`config.mk`:
```
export PLATFORM = sky130hd
export DESIGN_NAME = ac_gain_meter_flat
export DESIGN_NICKNAME = d
export VERILOG_FILES = /design/src/rtl/ac_gain_meter_pkg.sv /design/src/rtl/ac_gain_meter_if.sv /design/src/rtl/ac_gain_meter_udiv.sv /design/src/rtl/ac_gain_meter.sv /design/src/flat_wrapper.sv
export SDC_FILE = /design/constraint.sdc
export NUM_CORES = 1
export LEC_CHECK = 0
export ABC_AREA = 0
export CAP_MARGIN = 20
export CORE_MARGIN = 1
export CORE_UTILIZATION = 60
export CTS_BUF_LIST = sky130_fd_sc_hd__clkbuf_8
export CTS_CLUSTER_DIAMETER = 120
export DETAILED_ROUTE_END_ITERATION = 8
export PLACE_DENSITY = 0.82
export REMOVE_ABC_BUFFERS = 1
export SYNTH_ARGS = -nofsm -noshare
export SYNTH_HDL_FRONTEND = slang
export SYNTH_SLANG_ARGS = --single-unit
```
`constraint.sdc`:
```
create_clock -name clk -period 9.9 [get_ports clk]
set_input_delay 1.485 -clock clk [delete_from_list [all_inputs] [get_ports clk]]
set_output_delay 1.485 -clock clk [all_outputs]
set_load 0.1 [all_outputs]
```
`src/rtl/ac_gain_meter_pkg.sv`:
```
// ac_gain_meter_pkg: shared types and width helpers for the AC gain meter.
//   state_t   : measurement FSM states
//   *_DEF     : default parameter values
//   GW, CNT_W : gain width and window-counter width for the defaults
//   gw_of / cnt_w_of : same widths for arbitrary parameter sets
package ac_gain_meter_pkg;

  typedef enum logic [1:0] {
    IDLE = 2'd0,
    ACQ  = 2'd1,
    DIV  = 2'd2,
    DONE = 2'd3
  } state_t;

  localparam int unsigned W_DEF        = 12;
  localparam int unsigned FRAC_DEF     = 8;
  localparam int unsigned WIN_LOG2_DEF = 8;

  localparam int unsigned GW    = W_DEF + FRAC_DEF;
  localparam int unsigned CNT_W = WIN_LOG2_DEF + 1;

  function automatic int unsigned gw_of(input int unsigned w, input int unsigned frac);
    return w + frac;
  endfunction

  function automatic int unsigned cnt_w_of(input int unsigned win_log2);
    return win_log2 + 1;
  endfunction

endpackage

```
`src/rtl/ac_gain_meter_if.sv`:
```
// ac_gain_meter_if: sample/result bundle between the capture front end,
// the gain meter and the result register bank.
//   master : drives start, smp_valid, smp_in, smp_out; observes results
//   slave  : the gain meter; observes samples, drives busy/pp/gain/status
import ac_gain_meter_pkg::*;

interface ac_gain_meter_if #(
  parameter int unsigned W    = W_DEF,
  parameter int unsigned FRAC = FRAC_DEF
);
  logic                         start;
  logic                         smp_valid;
  logic signed [W-1:0]          smp_in;
  logic signed [W-1:0]          smp_out;
  logic                         busy;
  logic [W-1:0]                 pp_in;
  logic [W-1:0]                 pp_out;
  logic [gw_of(W, FRAC)-1:0]    gain;
  logic                         gain_valid;
  logic                         div_zero;

  modport master (
    output start, smp_valid, smp_in, smp_out,
    input  busy, pp_in, pp_out, gain, gain_valid, div_zero
  );

  modport slave (
    input  start, smp_valid, smp_in, smp_out,
    output busy, pp_in, pp_out, gain, gain_valid, div_zero
  );
endinterface

```
`src/rtl/ac_gain_meter_udiv.sv`:
```
// seq_udiv: restoring unsigned divider, one quotient bit per cycle, MSB first.
//   clk, rst : clock, synchronous active-high reset
//   go       : load operands (ignored while running)
//   dividend : N-bit dividend
//   divisor  : W-bit divisor (caller guarantees non-zero)
//   quot     : N-bit quotient, valid when done pulses
//   done     : one-cycle pulse after the last of N iterations
// The load edge already performs the first iteration, so N edges
// (load edge included) produce the full quotient.
import ac_gain_meter_pkg::*;

module seq_udiv #(
  parameter int unsigned N = GW,
  parameter int unsigned W = W_DEF
) (
  input  logic         clk,
  input  logic         rst,
  input  logic         go,
  input  logic [N-1:0] dividend,
  input  logic [W-1:0] divisor,
  output logic [N-1:0] quot,
  output logic         done
);
  localparam int unsigned CW = $clog2(N + 1);

  logic [W-1:0]  rem;
  logic [W-1:0]  dvs;
  logic [N-1:0]  q;
  logic [CW-1:0] cnt;
  logic          running;

  logic          load;
  logic [W-1:0]  r_src;
  logic [W-1:0]  d_src;
  logic [N-1:0]  q_src;
  logic [W:0]    trial;
  logic [W-1:0]  diff;
  logic          qbit;
  logic [W-1:0]  rem_nxt;
  logic [N-1:0]  q_nxt;

  assign load = go && !running;

  always_comb begin
    r_src = load ? '0 : rem;
    q_src = load ? dividend : q;
    d_src = load ? divisor : dvs;
    trial = {r_src, q_src[N-1]};
    // When trial >= divisor the true difference is below the divisor,
    // so the low W bits of the subtraction are exact.
    diff  = trial[W-1:0] - d_src;
    qbit  = (trial >= {1'b0, d_src});
    rem_nxt = qbit ? diff : trial[W-1:0];
    q_nxt   = {q_src[N-2:0], qbit};
  end

  always_ff @(posedge clk) begin
    if (rst) begin
      rem     <= '0;
      dvs     <= '0;
      q       <= '0;
      cnt     <= '0;
      running <= 1'b0;
      done    <= 1'b0;
    end else begin
      done <= 1'b0;
      if (load) begin
        rem     <= rem_nxt;
        q       <= q_nxt;
        dvs     <= divisor;
        cnt     <= CW'(1);
        running <= (N > 1);
        done    <= (N == 1);
      end else if (running) begin
        rem <= rem_nxt;
        q   <= q_nxt;
        if (cnt == CW'(N - 1)) begin
          running <= 1'b0;
          done    <= 1'b1;
        end else begin
          cnt <= cnt + 1'b1;
        end
      end
    end
  end

  assign quot = q;

endmodule

```
`src/rtl/ac_gain_meter.sv`:
```
// ac_gain_meter: peak-to-peak of stimulus and response over a window of
// 2^WIN_LOG2 valid samples, then gain = floor((pp_out << FRAC) / pp_in).
//   clk, rst : clock, synchronous active-high reset
//   bus      : slave side of ac_gain_meter_if
//              start/smp_valid/smp_in/smp_out in;
//              busy/pp_in/pp_out/gain/gain_valid/div_zero out
import ac_gain_meter_pkg::*;

module ac_gain_meter #(
  parameter int unsigned W        = W_DEF,
  parameter int unsigned WIN_LOG2 = WIN_LOG2_DEF,
  parameter int unsigned FRAC     = FRAC_DEF
) (
  input  logic            clk,
  input  logic            rst,
  ac_gain_meter_if.slave  bus
);
  localparam int unsigned QW  = gw_of(W, FRAC);
  localparam int unsigned CW  = cnt_w_of(WIN_LOG2);
  localparam int unsigned WIN = 1 << WIN_LOG2;

  state_t state, state_nxt;

  logic [CW-1:0]       cnt;
  logic signed [W-1:0] in_min, in_max, out_min, out_max;
  logic signed [W-1:0] in_min_n, in_max_n, out_min_n, out_max_n;
  logic [W-1:0]        pp_in_n, pp_out_n;
  logic [W-1:0]        pp_in_r, pp_out_r;
  logic [QW-1:0]       gain_r;
  logic                gain_valid_r, div_zero_r;
  logic                take, last;
  logic                div_go, div_done;
  logic [QW-1:0]       quot;

  // Trackers: next min/max including the sample being captured, so the
  // window's final sample is reflected in pp at the ACQ exit edge.
  always_comb begin
    take      = (state == ACQ) && bus.smp_valid;
    last      = take && (cnt == CW'(WIN - 1));
    in_min_n  = in_min;
    in_max_n  = in_max;
    out_min_n = out_min;
    out_max_n = out_max;
    if (take) begin
      if (cnt == '0) begin
        in_min_n  = bus.smp_in;
        in_max_n  = bus.smp_in;
        out_min_n = bus.smp_out;
        out_max_n = bus.smp_out;
      end else begin
        if (bus.smp_in  < in_min)  in_min_n  = bus.smp_in;
        if (bus.smp_in  > in_max)  in_max_n  = bus.smp_in;
        if (bus.smp_out < out_min) out_min_n = bus.smp_out;
        if (bus.smp_out > out_max) out_max_n = bus.smp_out;
      end
    end
    // max - min always fits in W unsigned bits, so modulo-2^W is exact.
    pp_in_n  = $unsigned(in_max_n)  - $unsigned(in_min_n);
    pp_out_n = $unsigned(out_max_n) - $unsigned(out_min_n);
  end

  always_comb begin
    state_nxt = state;
    div_go    = 1'b0;
    case (state)
      IDLE: if (bus.start) state_nxt = ACQ;
      ACQ: begin
        if (last) begin
          if (pp_in_n != '0) begin
            state_nxt = DIV;
            div_go    = 1'b1;
          end else begin
            state_nxt = DONE;
          end
        end
      end
      DIV:     if (div_done) state_nxt = DONE;
      DONE:    state_nxt = IDLE;
      default: state_nxt = IDLE;
    endcase
  end

  always_ff @(posedge clk) begin
    if (rst) state <= IDLE;
    else     state <= state_nxt;
  end

  always_ff @(posedge clk) begin
    if (rst) begin
      cnt          <= '0;
      in_min       <= '0;
      in_max       <= '0;
      out_min      <= '0;
      out_max      <= '0;
      pp_in_r      <= '0;
      pp_out_r     <= '0;
      gain_r       <= '0;
      gain_valid_r <= 1'b0;
      div_zero_r   <= 1'b0;
    end else begin
      gain_valid_r <= 1'b0;
      if (take) begin
        in_min  <= in_min_n;
        in_max  <= in_max_n;
        out_min <= out_min_n;
        out_max <= out_max_n;
        cnt     <= last ? '0 : cnt + 1'b1;
      end
      if (last) begin
        pp_in_r  <= pp_in_n;
        pp_out_r <= pp_out_n;
        if (pp_in_n == '0) begin
          gain_r       <= '1;
          div_zero_r   <= 1'b1;
          gain_valid_r <= 1'b1;
        end
      end
      if ((state == DIV) && div_done) begin
        gain_r       <= quot;
        div_zero_r   <= 1'b0;
        gain_valid_r <= 1'b1;
      end
    end
  end

  seq_udiv #(
    .N (QW),
    .W (W)
  ) u_div (
    .clk      (clk),
    .rst      (rst),
    .go       (div_go),
    .dividend ({pp_out_n, {FRAC{1'b0}}}),
    .divisor  (pp_in_n),
    .quot     (quot),
    .done     (div_done)
  );

  assign bus.busy       = (state != IDLE);
  assign bus.pp_in      = pp_in_r;
  assign bus.pp_out     = pp_out_r;
  assign bus.gain       = gain_r;
  assign bus.gain_valid = gain_valid_r;
  assign bus.div_zero   = div_zero_r;

endmodule

```
`src/flat_wrapper.sv`:
```
// flat-port wrapper written by rule: the top's interface ports become plain ports
module ac_gain_meter_flat 
#(
  parameter int unsigned W        = W_DEF,
  parameter int unsigned WIN_LOG2 = WIN_LOG2_DEF,
  parameter int unsigned FRAC     = FRAC_DEF
)
  (clk, rst, bus_start, bus_smp_valid, bus_smp_in, bus_smp_out, bus_busy, bus_pp_in, bus_pp_out, bus_gain, bus_gain_valid, bus_div_zero);
  ac_gain_meter_if #(.W(W), .FRAC(FRAC)) bus_i ();
  input  logic clk;
  input  logic rst;
  input wire logic [$bits(bus_i.start)-1:0] bus_start;
  input wire logic [$bits(bus_i.smp_valid)-1:0] bus_smp_valid;
  input wire logic [$bits(bus_i.smp_in)-1:0] bus_smp_in;
  input wire logic [$bits(bus_i.smp_out)-1:0] bus_smp_out;
  output wire logic [$bits(bus_i.busy)-1:0] bus_busy;
  output wire logic [$bits(bus_i.pp_in)-1:0] bus_pp_in;
  output wire logic [$bits(bus_i.pp_out)-1:0] bus_pp_out;
  output wire logic [$bits(bus_i.gain)-1:0] bus_gain;
  output wire logic [$bits(bus_i.gain_valid)-1:0] bus_gain_valid;
  output wire logic [$bits(bus_i.div_zero)-1:0] bus_div_zero;
  assign bus_i.start = bus_start;
  assign bus_i.smp_valid = bus_smp_valid;
  assign bus_i.smp_in = bus_smp_in;
  assign bus_i.smp_out = bus_smp_out;
  assign bus_busy = bus_i.busy;
  assign bus_pp_in = bus_i.pp_in;
  assign bus_pp_out = bus_i.pp_out;
  assign bus_gain = bus_i.gain;
  assign bus_gain_valid = bus_i.gain_valid;
  assign bus_div_zero = bus_i.div_zero;
  ac_gain_meter #(.W(W), .WIN_LOG2(WIN_LOG2), .FRAC(FRAC)) u_core (.clk(clk), .rst(rst), .bus(bus_i));
endmodule
```
* After elaboration in Yosys (flattened, before gate mapping) *
Cells that the tools add are included.

word-level totals
  bits in registers = 156
  input bits = 28
  output and inout port bits = 47
  word-level logic and storage cells = 102

cells by class
  add/sub/neg operators = 5
  $lt $le $gt $ge = 5
  eq/ne operators = 9
  multiplexer cells = 42
  bitwise operators = 2
  reduce and logical (&&, ||, !) cells = 21

operator list
  kind                                                  count
  2-to-1 mux 12 bit                                     17
  2-to-1 mux 20 bit                                     6
  subtractor 12 bit                                     3
  > comparator 12 bit                                   2
  < comparator 12 bit                                   2
  2-to-1 mux 1 bit                                      14
  >= comparator 13 x 12 -> 1 bit                        1
  zero test 12 bit                                      1
  nonzero test 12 bit                                   1
  adder 9 x 1 -> 9 bit (second input constant)          1
  equality test 9 x 8 -> 1 bit (second input constant)  1
  zero test 9 bit                                       1
  2-to-1 mux 9 bit                                      1
  case mux 2 bit (4 select lines)                       1
  AND reduction 2 bit                                   4
  nonzero test 2 bit                                    4
  2-to-1 mux 2 bit                                      3
  != test 2 bit (second input constant)                 3
  adder 5 x 1 -> 5 bit (second input constant)          1
  equality test 5 bit (second input constant)           1
  equality test 2 bit (second input constant)           2
  logical AND 1 bit                                     4
  OR reduction 2 bit                                    2
  AND reduction 3 bit                                   1
  6 further kinds                                       7

* Depth between registers and ports, before layout *
  depth in word-level cells = 15
  mapped depth = 39
  mapped depth without buffers = 36

* Modules after synthesis *
From an unflattened synthesis, not the netlist that was laid out.

unflattened totals
  cells, all modules = 1,134
  area, all modules = 9,280.2 µm²

modules (own cells, without submodules)
  module         times used  cells each  area each (µm²)  sequential area each (µm²)
  ac_gain_meter  1           786         6,357.3          2,102.0
  seq_udiv       1           348         2,922.8          1,021.0

* Worst setup path before layout *
Ideal clock, no wire load.

  path kind = input-to-reg
  start = input bus_smp_in[5]
  end = register u_core.u_div.rem[10]
  setup time = 86 ps
  data arrival time = 8,528 ps
  data required time = 9,814 ps
  setup slack = 1,286 ps
  cell stages on the path = 36
  buffers on the path = 3
  path through = ha_1 > a211o_1 > o2111ai_1 > nand3_1 > or4b_1 > a21oi_1 > nor2_1 > clkbuf_1 > mux2i_1 > ha_1 > fa_1 > nand2b_1 > a21oi_1 > xor2_1 > or4_4 > nor4_4 > nand3_1 > or3_1 > o311a_2 > and2_1 > buf_6 > clkbuf_1 > o21ai_0 > ha_1 > fa_1 > nor2b_1 > o21ai_0 > a21boi_0 > o21ai_0 > a21boi_0 > or4_1 > a31oi_1 > xnor2_1 > o2bb2ai_1 > a21oi_1 > a211oi_1

on the way
  longest elaborated chain between the ends = 15
  elaborated cells on any way between the ends = 23
  classes of those cells = add/sub: 2; order compare: 3; mux: 15; reduce/logical: 3

RTL lines
  what                                                                        line                                                text
  from (decl)                                                                 flat_wrapper.sv:14                                  input wire logic [$bits(bus_i.smp_in)-1:0] bus_smp_in;
  > comparator 12 bit / < comparator 12 bit (equally long branches)           ac_gain_meter.sv:52, ac_gain_meter.sv:51
  2-to-1 mux 12 bit, on equally long branches                                 ac_gain_meter.sv:52, ac_gain_meter.sv:51
  2-to-1 mux 12 bit                                                           ac_gain_meter.sv:45                                 if (cnt == '0) begin
  2-to-1 mux 12 bit                                                           ac_gain_meter.sv:44                                 if (take) begin
  subtractor 12 bit *                                                         ac_gain_meter.sv:58                                 pp_in_n = $unsigned(in_max_n) - $unsigned(in_min_n);
  nonzero test 12 bit                                                         ac_gain_meter.sv:69                                 if (pp_in_n != '0) begin
  2-to-1 mux 1 bit                                                            ac_gain_meter.sv:69
  2-to-1 mux 1 bit                                                            ac_gain_meter.sv:68                                 if (last) begin
  2-to-1 mux 1 bit                                                            ac_gain_meter.sv:65                                 case (state)
  logical AND 1 bit                                                           ac_gain_meter_udiv.sv:42                            assign load = go && !running;
  2-to-1 mux 20 bit, or another cell as far along                             ac_gain_meter_udiv.sv:46                            q_src = load ? dividend : q;
  subtractor 12 bit / >= comparator 13 x 12 -> 1 bit (equally long branches)  ac_gain_meter_udiv.sv:51, ac_gain_meter_udiv.sv:52
  2-to-1 mux 12 bit                                                           ac_gain_meter_udiv.sv:53                            rem_nxt = qbit ? diff : trial[W-1:0];
  2-to-1 mux 12 bit                                                           ac_gain_meter_udiv.sv:74                            end else if (running) begin
  2-to-1 mux 12 bit                                                           ac_gain_meter_udiv.sv:67                            if (load) begin
  to (signal assigned)                                                        ac_gain_meter_udiv.sv:68                            rem <= rem_nxt;
  to (signal assigned)                                                        ac_gain_meter_udiv.sv:75                            rem <= rem_nxt;
  to (decl)                                                                   ac_gain_meter_udiv.sv:26                            logic [W-1:0] rem;

Every way passes the cells marked *; elsewhere a longest branch is shown, timed or not. The select of a mux whose other input is x is not followed.
A chain may end at the register's enable or synchronous reset.

* Worst setup path after layout *
  start = input bus_smp_in[11]
  end = register u_core.u_div.rem[10]

on the way
  longest elaborated chain between the ends = 15
  elaborated cells on any way between the ends = 23
  classes of those cells = add/sub: 2; order compare: 3; mux: 15; reduce/logical: 3

RTL lines
  what                                                                        line                                                text
  > comparator 12 bit *                                                       ac_gain_meter.sv:52                                 if (bus.smp_in > in_max) in_max_n = bus.smp_in;
  2-to-1 mux 12 bit *                                                         ac_gain_meter.sv:52
  2-to-1 mux 12 bit *                                                         ac_gain_meter.sv:45
  2-to-1 mux 12 bit *                                                         ac_gain_meter.sv:44
  via u_core.in_max_n[5]                                                      ac_gain_meter.sv:26                                 logic signed [W-1:0] in_min_n, in_max_n, out_min_n, out_max_n;
  subtractor 12 bit *                                                         ac_gain_meter.sv:58
  nonzero test 12 bit                                                         ac_gain_meter.sv:69
  2-to-1 mux 1 bit                                                            ac_gain_meter.sv:69
  2-to-1 mux 1 bit                                                            ac_gain_meter.sv:68
  2-to-1 mux 1 bit                                                            ac_gain_meter.sv:65
  logical AND 1 bit                                                           ac_gain_meter_udiv.sv:42
  2-to-1 mux 20 bit, or another cell as far along                             ac_gain_meter_udiv.sv:46
  subtractor 12 bit / >= comparator 13 x 12 -> 1 bit (equally long branches)  ac_gain_meter_udiv.sv:51, ac_gain_meter_udiv.sv:52
  2-to-1 mux 12 bit                                                           ac_gain_meter_udiv.sv:53
  2-to-1 mux 12 bit                                                           ac_gain_meter_udiv.sv:74
  2-to-1 mux 12 bit                                                           ac_gain_meter_udiv.sv:67

Mark *: on every way through the listed nets, which the timed path passes. The rest lies on a longest branch. The select of a mux whose other input is x is not followed.

==> results by group <==
Run status
  – Status: complete, no violations

Die
  – Die Y: about 120 um
  – Initial Utilization: 61.96%
  – Count of pins on the block boundary: 75
  – Count of standard-cell rows: 44
  – Die Width: 124.7 um
  – Die area: between 0.015 and 0.02 mm^2
  – Area of the core region: 0.01459 mm^2

Yosys
  – Fraction of post-synthesis cell area in the top cell type by area: between 30% and 40%
  – Synth top cells by count: sky130_fd_sc_hd__dfxtp_1, sky130_fd_sc_hd__nor2_1, sky130_fd_sc_hd__nand2_1
  – Sequential share of the synthesized area: 34.55%
  – Count of unique library cells instantiated by Yosys: 74
  – Post-synthesis cell type with the largest combined area: sky130_fd_sc_hd__dfxtp_1
  – Post-Syn Area: 0.009039 mm^2
  – Most area-consuming cells after synthesis: sky130_fd_sc_hd__dfxtp_1, sky130_fd_sc_hd__ha_1, sky130_fd_sc_hd__nor2_1, sky130_fd_sc_hd__a21oi_1, sky130_fd_sc_hd__nand2_1
  – Flip-flop and latch count after synthesis: 156
  – Cell with the most instances after synthesis: sky130_fd_sc_hd__dfxtp_1
  – Number of warnings reported in the yosys synthesis log: 0
  – Cells after synthesis: 1107
  – Main synth FF type: sky130_fd_sc_hd__dfxtp_1
  – Ys async rst share: 0%
  – Mean area per synthesized cell: 8.165 um^2
  – EDFF count, synth: 0

Global routing
  – GRT Total Usage: 27.56%
  – Number of global-route vias before repair: 7505
  – Number of antenna violations at the first check in global routing: 0
  – Leftover overflow at the end of global routing: 0
  – Maximum number of pins on one net before global-route repair: 86
  – First-pass GRT wire length: ~35000 um

Power
  – Leak Pwr: 4.091 nW
  – Worst vdd rail ir drop: 221.5 uV
  – Power Dens Cells: 211.3 mW/mm^2

Min path
  – Critical hold path startpoint: u_core.bus.pp_in[5]
  – Worst min-delay path class: flop to flop
  – Hold Path Sink: u_core.bus.pp_in[5]
  – Hold Crit Depth: 2

Timing
  – RSZ-0062 raised after global routing: false
  – Worst-Margin Slew: 1035 ps
  – Time the final worst path needs with I/O delays and setup: between 9000 and 10000 ps
  – Final number of hold-violating endpoints: 0
  – Post-route fraction of the period consumed by the critical path: 94.56%
  – Final-report setup violation count: 0
  – Max_slew headroom: 30.76%
  – Final worst hold slack: 455.5 ps
  – Upper clock frequency limit: between 100 and 150 MHz
  – Final-report max-slew violation count: 0
  – Clk_skew: roughly 20 ps
  – Final TNS setup: 0 ps

Placement
  – Port-buffer cells: 74
  – Detail Placement HPWL: 15030 um
  – Final weighted congestion in routability-driven placement: 0.8882
  – Cell total after placement: between 1k and 1.5k

Clock tree
  – Root cell of the clock tree: sky130_fd_sc_hd__clkbuf_8
  – Deepest level of the CTS H-tree: 4
  – Clk slew on worst S/H paths: 90 ps
  – TritonCTS clock tree: built
  – Longest Clk Path Bufs: 2
  – Inserted Clock Buffers: 17
  – Clock latency on the worst-skew pair: 480 ps
  – Total number of clock tree sinks: 156
  – Post-CTS setup buffers: 0

Critical path
  – Maximum cell stage delay along the critical path: 630 ps
  – Maximum fanout along the worst path: 20
  – Worst path required time: 10290 ps
  – Crit Reg-Reg Endpoint: u_core.u_div.rem[10]
  – Cell at the slowest stage of the critical path: sky130_fd_sc_hd__clkdlybuf4s50_1
  – Setup slack, reg-to-reg: 1730 ps
  – Crit. End Element: flop
  – Arrival time reported for the critical path endpoint: 9750 ps
  – Launching element type of the critical path: input pin
  – R2r startpoint: u_core.in_min[11]
  – Logic depth of the worst register-to-register path: 33
  – Path type of the worst setup path: input pin to flop

Finish
  – Fin nets: 1282
  – Final Core Density: 71.55%
  – Layout cell share with drive strength beyond 1: 6.287%
  – Final Instance Count excl. Fillers: ~1.4k
  – Antenna fix cells: 0
  – Synthesis-to-layout area growth: 15.49%

Run
  – # Max-Cap Violations: 0

Route
  – Mean routed wirelength per cell: 15.52 um
  – Initial detailed-routing violation count: 686
  – Antenna Violating Nets Remaining: 0
  – DR top layer: met4
  – Drt total wl: 21120 um
  – Detailed Routing Iterations Pass 1: 5
  – Residual DRC: 0
  – Routed metal-1 wirelength: around 10000 um
  – Vias after detailed routing: 7918
  – Met2 routed WL: 9574 um
  – Wire length on met3: 1028 um
  – Via density per instance: 5.818
[placed cells by master, fill, tap and decap left out, types with 5 or more instances in the layout]
cell	n
sky130_fd_sc_hd__a211o_1	5
sky130_fd_sc_hd__a211oi_1	17
sky130_fd_sc_hd__a21o_1	10
sky130_fd_sc_hd__a21oi_1	79
sky130_fd_sc_hd__a22oi_1	13
sky130_fd_sc_hd__a311oi_1	23
sky130_fd_sc_hd__a31oi_1	8
sky130_fd_sc_hd__and2_1	14
sky130_fd_sc_hd__and3_1	5
sky130_fd_sc_hd__buf_4	16
sky130_fd_sc_hd__bufinv_16	6
sky130_fd_sc_hd__clkbuf_8	17
sky130_fd_sc_hd__clkdlybuf4s50_1	73
sky130_fd_sc_hd__dfxtp_1	156
sky130_fd_sc_hd__ha_1	87
sky130_fd_sc_hd__inv_1	97
sky130_fd_sc_hd__inv_6	5
sky130_fd_sc_hd__mux2_2	10
sky130_fd_sc_hd__mux2i_1	25
sky130_fd_sc_hd__nand2_1	105
sky130_fd_sc_hd__nand2b_1	8
sky130_fd_sc_hd__nand3_1	22
sky130_fd_sc_hd__nand4_1	10
sky130_fd_sc_hd__nor2_1	141
sky130_fd_sc_hd__nor2b_1	29
sky130_fd_sc_hd__nor3_1	22
sky130_fd_sc_hd__o21a_1	7
sky130_fd_sc_hd__o21ai_0	36
sky130_fd_sc_hd__o21bai_1	9
sky130_fd_sc_hd__or3_1	5
sky130_fd_sc_hd__xnor2_1	14
sky130_fd_sc_hd__xor2_1	16
[metal layers]
| metal | global-route usage [%] | vias up |
|---|---|---|
| met4 | 9.639 | 0 |
| met1 | 37.65 | 3698 |
| li1 | - | 3977 |
| met5 | 0 | - |
| met2 | 43.45 | 211 |
| met3 | 5.026 | 32 |
[worst max-delay path by stage]
| stage | startpoint | endpoint | slack (ps) | cells past startpoint |
|---|---|---|---|---|
| final | bus_smp_in[11] | u_core.u_div.rem[10] | 540 | 33 |
| after global routing | bus_smp_in[11] | u_core.u_div.rem[10] | 5 | 33 |
| after CTS | bus_smp_in[11] | u_core.u_div.rem[10] | 530 | 33 |
| after detailed placement | bus_smp_in[11] | u_core.u_div.rem[10] | 180 | 33 |
| after global placement | bus_smp_in[11] | u_core.u_div.rem[10] | 400 | 34 |
| after floorplan | bus_smp_in[11] | u_core.u_div.rem[2] | 1090 | 32 |
[final cells by class]
cell class | count | area, um^2
Clock buffer | 17 | 234.0
Multi-Input combinational cell | 803 | 5368
Fill cell | 1121 | 4150
Tap cell | 184 | 230.2
Sequential cell | 156 | 3123
Clock inverter | 15 | 269.0
Timing Repair Buffer | 89 | 850.8
Inverter | 97 | 364.1
[critical path, delay by kind of cell]
kind | cells | cell delay (ps)
AOI/OAI and AO/OA | 17 | 3710
xor gates and xnor gates | 1 | 180
adders and majority gates | 3 | 940
buffers and inverters | 2 | 860
muxes | 1 | 290
and+or+nand+nor | 9 | 2240
[state kept, by name, summed over array words and instances, names as in the netlist, 12 cells and up]
| register | count |
|---|---|
| u_core.u_div.quot | 20 |
| u_core.out_min | 12 |
| u_core.out_max | 12 |
| u_core.u_div.dvs | 12 |
| u_core.in_min | 12 |
| u_core.bus.gain | 20 |
| u_core.in_max | 12 |
| u_core.u_div.rem | 12 |
| u_core.bus.pp_out | 12 |
| u_core.bus.pp_in | 12 |
[repair_timing]
item	CTS	global route
hold buffers	0	0
gates resized for setup	0	4
setup endpoints to repair	0	2
[power breakdown]
group	leakage, nW	internal, W	switching, W
Sequential	1.26	0.000658	0.0000164
Combinational	2.58	0.000372	0.000555
Clock	0.254	0.000336	0.000268
Total	4.09	0.00137	0.000840
[per-stage QoR]
stage | worst slack, ps | area (um^2) | power [W]
3_5_place_dp | 178.6 | 9921 | 0.001586
6_report | 538.9 | 10440 | 0.002206
3_3_place_gp | 399.4 | 9921 | 0.001567
2_1_floorplan | 1086 | 8830 | 0.001364
5_1_grt | 4.900 | 10440 | 0.002342
4_1_cts | 534.8 | 10420 | 0.002197
[cell families after synthesis]
logic type	after synthesis	synth area share [%]
simple gates	390	20.21
compound gates	257	19.16
flops	156	34.55
buf+inv	148	6.340
fa+ha+maj	90	12.71
mux	36	4.125
xor+xnor	30	2.907
(Power assumes the default switching activity.)
==> patch 1: new RTL, same settings <==
Reset style: asynchronous (`rst`), changed in 3 clocked blocks. Comments in the files are not updated.
--- a/src/rtl/ac_gain_meter_udiv.sv
+++ b/src/rtl/ac_gain_meter_udiv.sv
@@ -55,5 +55,5 @@
   end
 
-  always_ff @(posedge clk) begin
+  always_ff @(posedge clk or posedge rst) begin
     if (rst) begin
       rem     <= '0;
--- a/src/rtl/ac_gain_meter.sv
+++ b/src/rtl/ac_gain_meter.sv
@@ -81,10 +81,10 @@
   end
 
-  always_ff @(posedge clk) begin
+  always_ff @(posedge clk or posedge rst) begin
     if (rst) state <= IDLE;
     else     state <= state_nxt;
   end
 
-  always_ff @(posedge clk) begin
+  always_ff @(posedge clk or posedge rst) begin
     if (rst) begin
       cnt          <= '0;
Check against the original RTL: differs if rst is asserted again (counterexample within 4 cycles, from zero or initial values and one cycle with rst high); with rst held inactive, the same outputs for 10 cycles.
==> patch 1 against the unedited design <==
Wire length is essentially flat. Clock skew is 0.0071 ns lower. Hold slack better by 0.022 ns. Maximum frequency increased by 6.5%. Synthesized cell count fell by 6.1%. Synthesized area rose by 6.6%. Global-route usage shrank 0.28 points. Utilization rose by 0.078 points. Total power increased by 44%. Setup slack improved by 0.58 ns. First-iteration DRC count fell by 22%. Sequential cell count unchanged. Design area grew 5.9%. Critical path type unchanged. Highest routed layer unchanged.
==> patch 1: results (changes against the unedited design) <==
- IO buf count: 74 (unchanged)
- Critical path fanouts, max: 12 (-40%)
- Hold-fix buffers, CTS: 0 (unchanged)
- Gpl congestion: 0.842 (-5.2%)
- Share of layout cells above drive strength 1: 9.56% (+3.3 points)
- Post-CTS setup buffers: 0 (unchanged)
- Final non-filler cell total: 1,330 (-2.3%)
- Worst slew margin: 31.4% (+0.60 points)
- # nets final: 1,224 (-4.5%)
- Final HPWL DP: 15,100 um (+0.60%)
- Mean Syn Cell Area: 9.28 um^2 (+14%)
- Mean routed wirelength per cell: 15.9 um (+2.4%)
- Area after DPL: 0.0105 mm^2 (+6.2%)
- Fill count: 1,208 (+7.8%)
- Yosys cell types: 79 (+6.8%)
- Clock Skew: 0.0127 ns (-0.00715 ns)
- Status: finished clean
- Leakage: 5.13 nW (+25%)
- Placed Instances: 1,296 (-2.5%)
- GR Util All Layers: 27.3% (-0.28 points)
- Top cells by count, synth: 156 x dfrtp_1, 115 x inv_1, 97 x nor2_1
- First-pass GRT wire length: 35,200 um (about the same)
- Place WS: 0.695 ns (+0.517 ns)
- DR iter-0 viols: 537 (-22%)
- First-pass DRT Iterations: 5 (unchanged)
- Ys async rst share: 100% (+100 points)
- Via Count: 7,598 (-4.0%)
- Largest stage delay on the critical path: 0.54 ns (-0.09 ns)
- Synth area leaders: dfrtp_1 41%, ha_1 11%, inv_1 4.5%
- Worst VDD drop: 0.000158 V (-29%)
- Largest net degree at the start of global routing: 85 (-1.2%)
- Total CTS buffers: 17 (unchanged)
- Clock transition at path regs: 0.10 ns
- Switching portion of total power: 45.6% (+7.5 points)
- Seq/Total Area, Yosys: 40.5% (+6.0 points)
- CP arrival: 9.12 ns (-0.63 ns)
- Vias in the first global route: 7,366 (-1.9%)
patch 1: cell count changes after synthesis, moves of 21 or more:
cell      unedited run  this run
a21oi_1             80        55
a311oi_1            23         2
dfrtp_1              0       156
dfxtp_1            156         0
nor2_1             141        97
o21ai_0             36        79
patch 1: path summary, 6_finish.rpt:
path / startpoint / endpoint / slack, ns / cells after the start
worst min register to register: u_core.bus.pp_in[5]$_DFFE_PP0P_ / u_core.bus.pp_in[5]$_DFFE_PP0P_ / 0.48 / 2
worst max-delay path: bus_smp_in[11] / u_core.u_div.rem[3]$_DFFE_PP0P_ / 1.11 / 33
min in group asynchronous: rst / u_core.out_min[11]$_DFFE_PP0P_ / 1.50 / 2
worst min-delay path: u_core.bus.pp_in[5]$_DFFE_PP0P_ / u_core.bus.pp_in[5]$_DFFE_PP0P_ / 0.48 / 2
max in group asynchronous: rst / u_core.bus.gain[17]$_DFFE_PP0P_ / 7.27 / 4
worst max register to register: u_core.in_max[11]$_DFFE_PP0P_ / u_core.u_div.rem[3]$_DFFE_PP0P_ / 2.27 / 33
patch 1: kinds of logic (layout without fill, tap and decap cells):
kind of cell	after synthesis	after routing	synth area share (%)
AND/OR/NAND/NOR	289	289	14.3
AO/OA/AOI/OAI	270	270	18.5
flip-flops	156	156	40.5
buffers and inverters	153	233	6.37
adder cells (fa/ha/maj)	90	90	11.9
multiplexers	46	46	5.15
XOR/XNOR	35	35	3.26
patch 1: tightest hold or removal path: stages (launching register included):
cell	delay [ns]
dfrtp_1	0.36
nand2_1	0.05
nand2_1	0.05
patch 1: power groups by stage:
stage          sequential, mW  combinational, mW  clock, mW
2_1_floorplan           0.802               1.37          0
4_1_cts                 0.807               1.81      0.548
5_1_grt                 0.819               2.02      0.577
3_5_place_dp            0.819               1.78          0
6_report                0.808               1.82      0.543
3_3_place_gp            0.813               1.73          0
patch 1: routing by layer:
layer | global-route usage (%) | vias to the layer above | part of all wire [%]
met3 | 4.49 | 21 | 4.1
met5 | 0 | - | 0
met4 | 7.54 | 0 | 1.3
met1 | 37.8 | 3699 | 47
met2 | 44.6 | 156 | 48
li1 | - | 3722 | -
patch 1: final cells by class:
class	instances	area (um^2)	area share (%)
inverter	115	437	3.95
clock buffer	17	234	2.12
timing repair buffer	86	871	7.88
sequential	156	3900	35.3
multi-input combinational	730	5120	46.3
clock inverter	15	221	2.00
tap	211	264	2.39
==> patch 2: new RTL, config.mk and constraints unchanged <==
Made on the original files. Change the package constant `W_DEF` from 12 to 14.
--- a/src/rtl/ac_gain_meter_pkg.sv
+++ b/src/rtl/ac_gain_meter_pkg.sv
@@ -13,5 +13,5 @@
   } state_t;
 
-  localparam int unsigned W_DEF        = 12;
+  localparam int unsigned W_DEF        = 14;
   localparam int unsigned FRAC_DEF     = 8;
   localparam int unsigned WIN_LOG2_DEF = 8;
Interface: changed (5 resized); port bits go from 75 to 85. No check against the original RTL was run, so the function may have changed too.
==> patch 2 against the unedited design <==
Utilization down 1.1 points. Sequential cell count up 20. Synthesized area grew 14%. Setup slack better by 0.043 ns. Non-clock buffer count grew 16. Design area increased by 12%. Total power is 8.1% higher. Highest routed layer unchanged. Maximum frequency is 0.46% higher. Wire length up 17%.
==> patch 2: results (changes against the unedited design) <==
- Share of layout cells above drive strength 1: 7.98% (+1.7 points)
- Final HPWL DP: 17,600 um (+17%)
- Yosys cell types: 71 (-4.1%)
- Worst VDD drop: 0.000192 V (-13%)
- Vias in the first global route: 8,330 (+11%)
- Number of vias per cell: 5.89 (+1.2%)
- Top cells by count, synth: 176 x dfxtp_1, 149 x nor2_1, 113 x nand2_1
- Clk_lat worst skew: 0.49 ns
- CP arrival: 9.71 ns (-0.04 ns)
- Worst path slowest cell: clkdlybuf4s50_1
- Synth area leaders: dfxtp_1 34%, ha_1 12%, nor2_1 5.4%
- Status: finished clean
- IO buf count: 84 (+14%)
- CTS resizes: 0 (unchanged)
- Max cap viols: 0 (unchanged)
- Placed Instances: 1,504 (+13%)
- Critical path fanouts, max: 14 (-30%)
- DR iter-0 viols: 490 (-29%)
- Worst slew margin: 29.7% (-1.1 points)
- Main synth FF type: dfxtp_1
- Largest stage delay on the critical path: 0.55 ns (-0.08 ns)
- Via Count: 9,044 (+14%)
- # nets final: 1,440 (+12%)
- Routed Wire Length: 24,700 um (+17%)
- Gpl congestion: 0.902 (+1.6%)
- First-pass GRT wire length: 40,600 um (+15%)
- Area after DPL: 0.0113 mm^2 (+14%)
- Hold Crit Class: reg -> reg
- Mean Syn Cell Area: 8.29 um^2 (+1.5%)
- Seq/Total Area, Yosys: 34.3% (-0.25 points)
- Largest net degree at the start of global routing: 96 (+12%)
- GR Util All Layers: 28.4% (+0.85 points)
- Fill count: 1,319 (+18%)
- Leakage: 4.60 nW (+12%)
- Clock Skew: 0.0162 ns (-0.00374 ns)
- Place WS: 0.153 ns (-0.0254 ns)
- First-pass DRT Iterations: 5 (unchanged)
- Clock transition at path regs: 0.09 ns (about the same)
- Root Driver: clkbuf_8
## patch 2: cell types whose count changed in the layout (fill, tap and decap cells not counted), sizes merged, moves of 9 or more
cell           change
ha                +15
and2              +32
a311oi            -19
o221a             +22
inv                -9
nor2b             -24
a21oi             +23
dfxtp             +20
xnor2             +15
clkdlybuf4s50     +10
## patch 2: per-layer routing
metal	track usage [%]	up-vias	wire length (um)
li1	-	4487	-
met1	38.8	4243	11700
met2	46.0	274	11300
met3	4.14	40	1290
met4	9.13	0	447
met5	0	-	0
## patch 2: final timing paths
check	start	end	slack, ns	cells after the start
min	u_core.bus.pp_out[12]$_SDFFE_PP0P_	u_core.bus.pp_out[12]$_SDFFE_PP0P_	0.46	2
max	bus_smp_in[13]	u_core.u_div.rem[7]$_SDFFE_PP0P_	0.58	32
max reg2reg	u_core.in_min[13]$_SDFFE_PP0P_	u_core.u_div.rem[7]$_SDFFE_PP0P_	1.73	32
min reg2reg	u_core.bus.pp_out[12]$_SDFFE_PP0P_	u_core.bus.pp_out[12]$_SDFFE_PP0P_	0.46	2
## patch 2: cells by family after synthesis
group	synth area share, %
and+or+nand+nor	20.0
xor gates and xnor gates	3.67
muxes	3.67
buffers and inverters	5.85
DFF	34.3
adders and majority gates	13.0
AOI/OAI and AO/OA	19.5
## patch 2: final cells by class
class	count	area (um^2)	area share, %
multi-input cells	912	6160	52.5
flip-flops and latches	176	3520	30.0
well taps	220	275	2.35
clock buffers	17	234	1.99
inverters	91	342	2.91
clock inverters	15	198	1.68
repair buffers	105	1000	8.52
## patch 2: where the power goes
group	switching [mW]	internal, mW
Sequential	0.0163	0.743
Clock	0.310	0.217
Combinational	0.666	0.433
Total	0.992	1.39
## patch 2: critical path, delay by kind of cell
kind,cells,cell delay [ns]
and+or+nand+nor,12,3.01
AOI/OAI and AO/OA,13,2.81
adders and majority gates,4,1.24
buffers and inverters,2,0.77
muxes,1,0.39
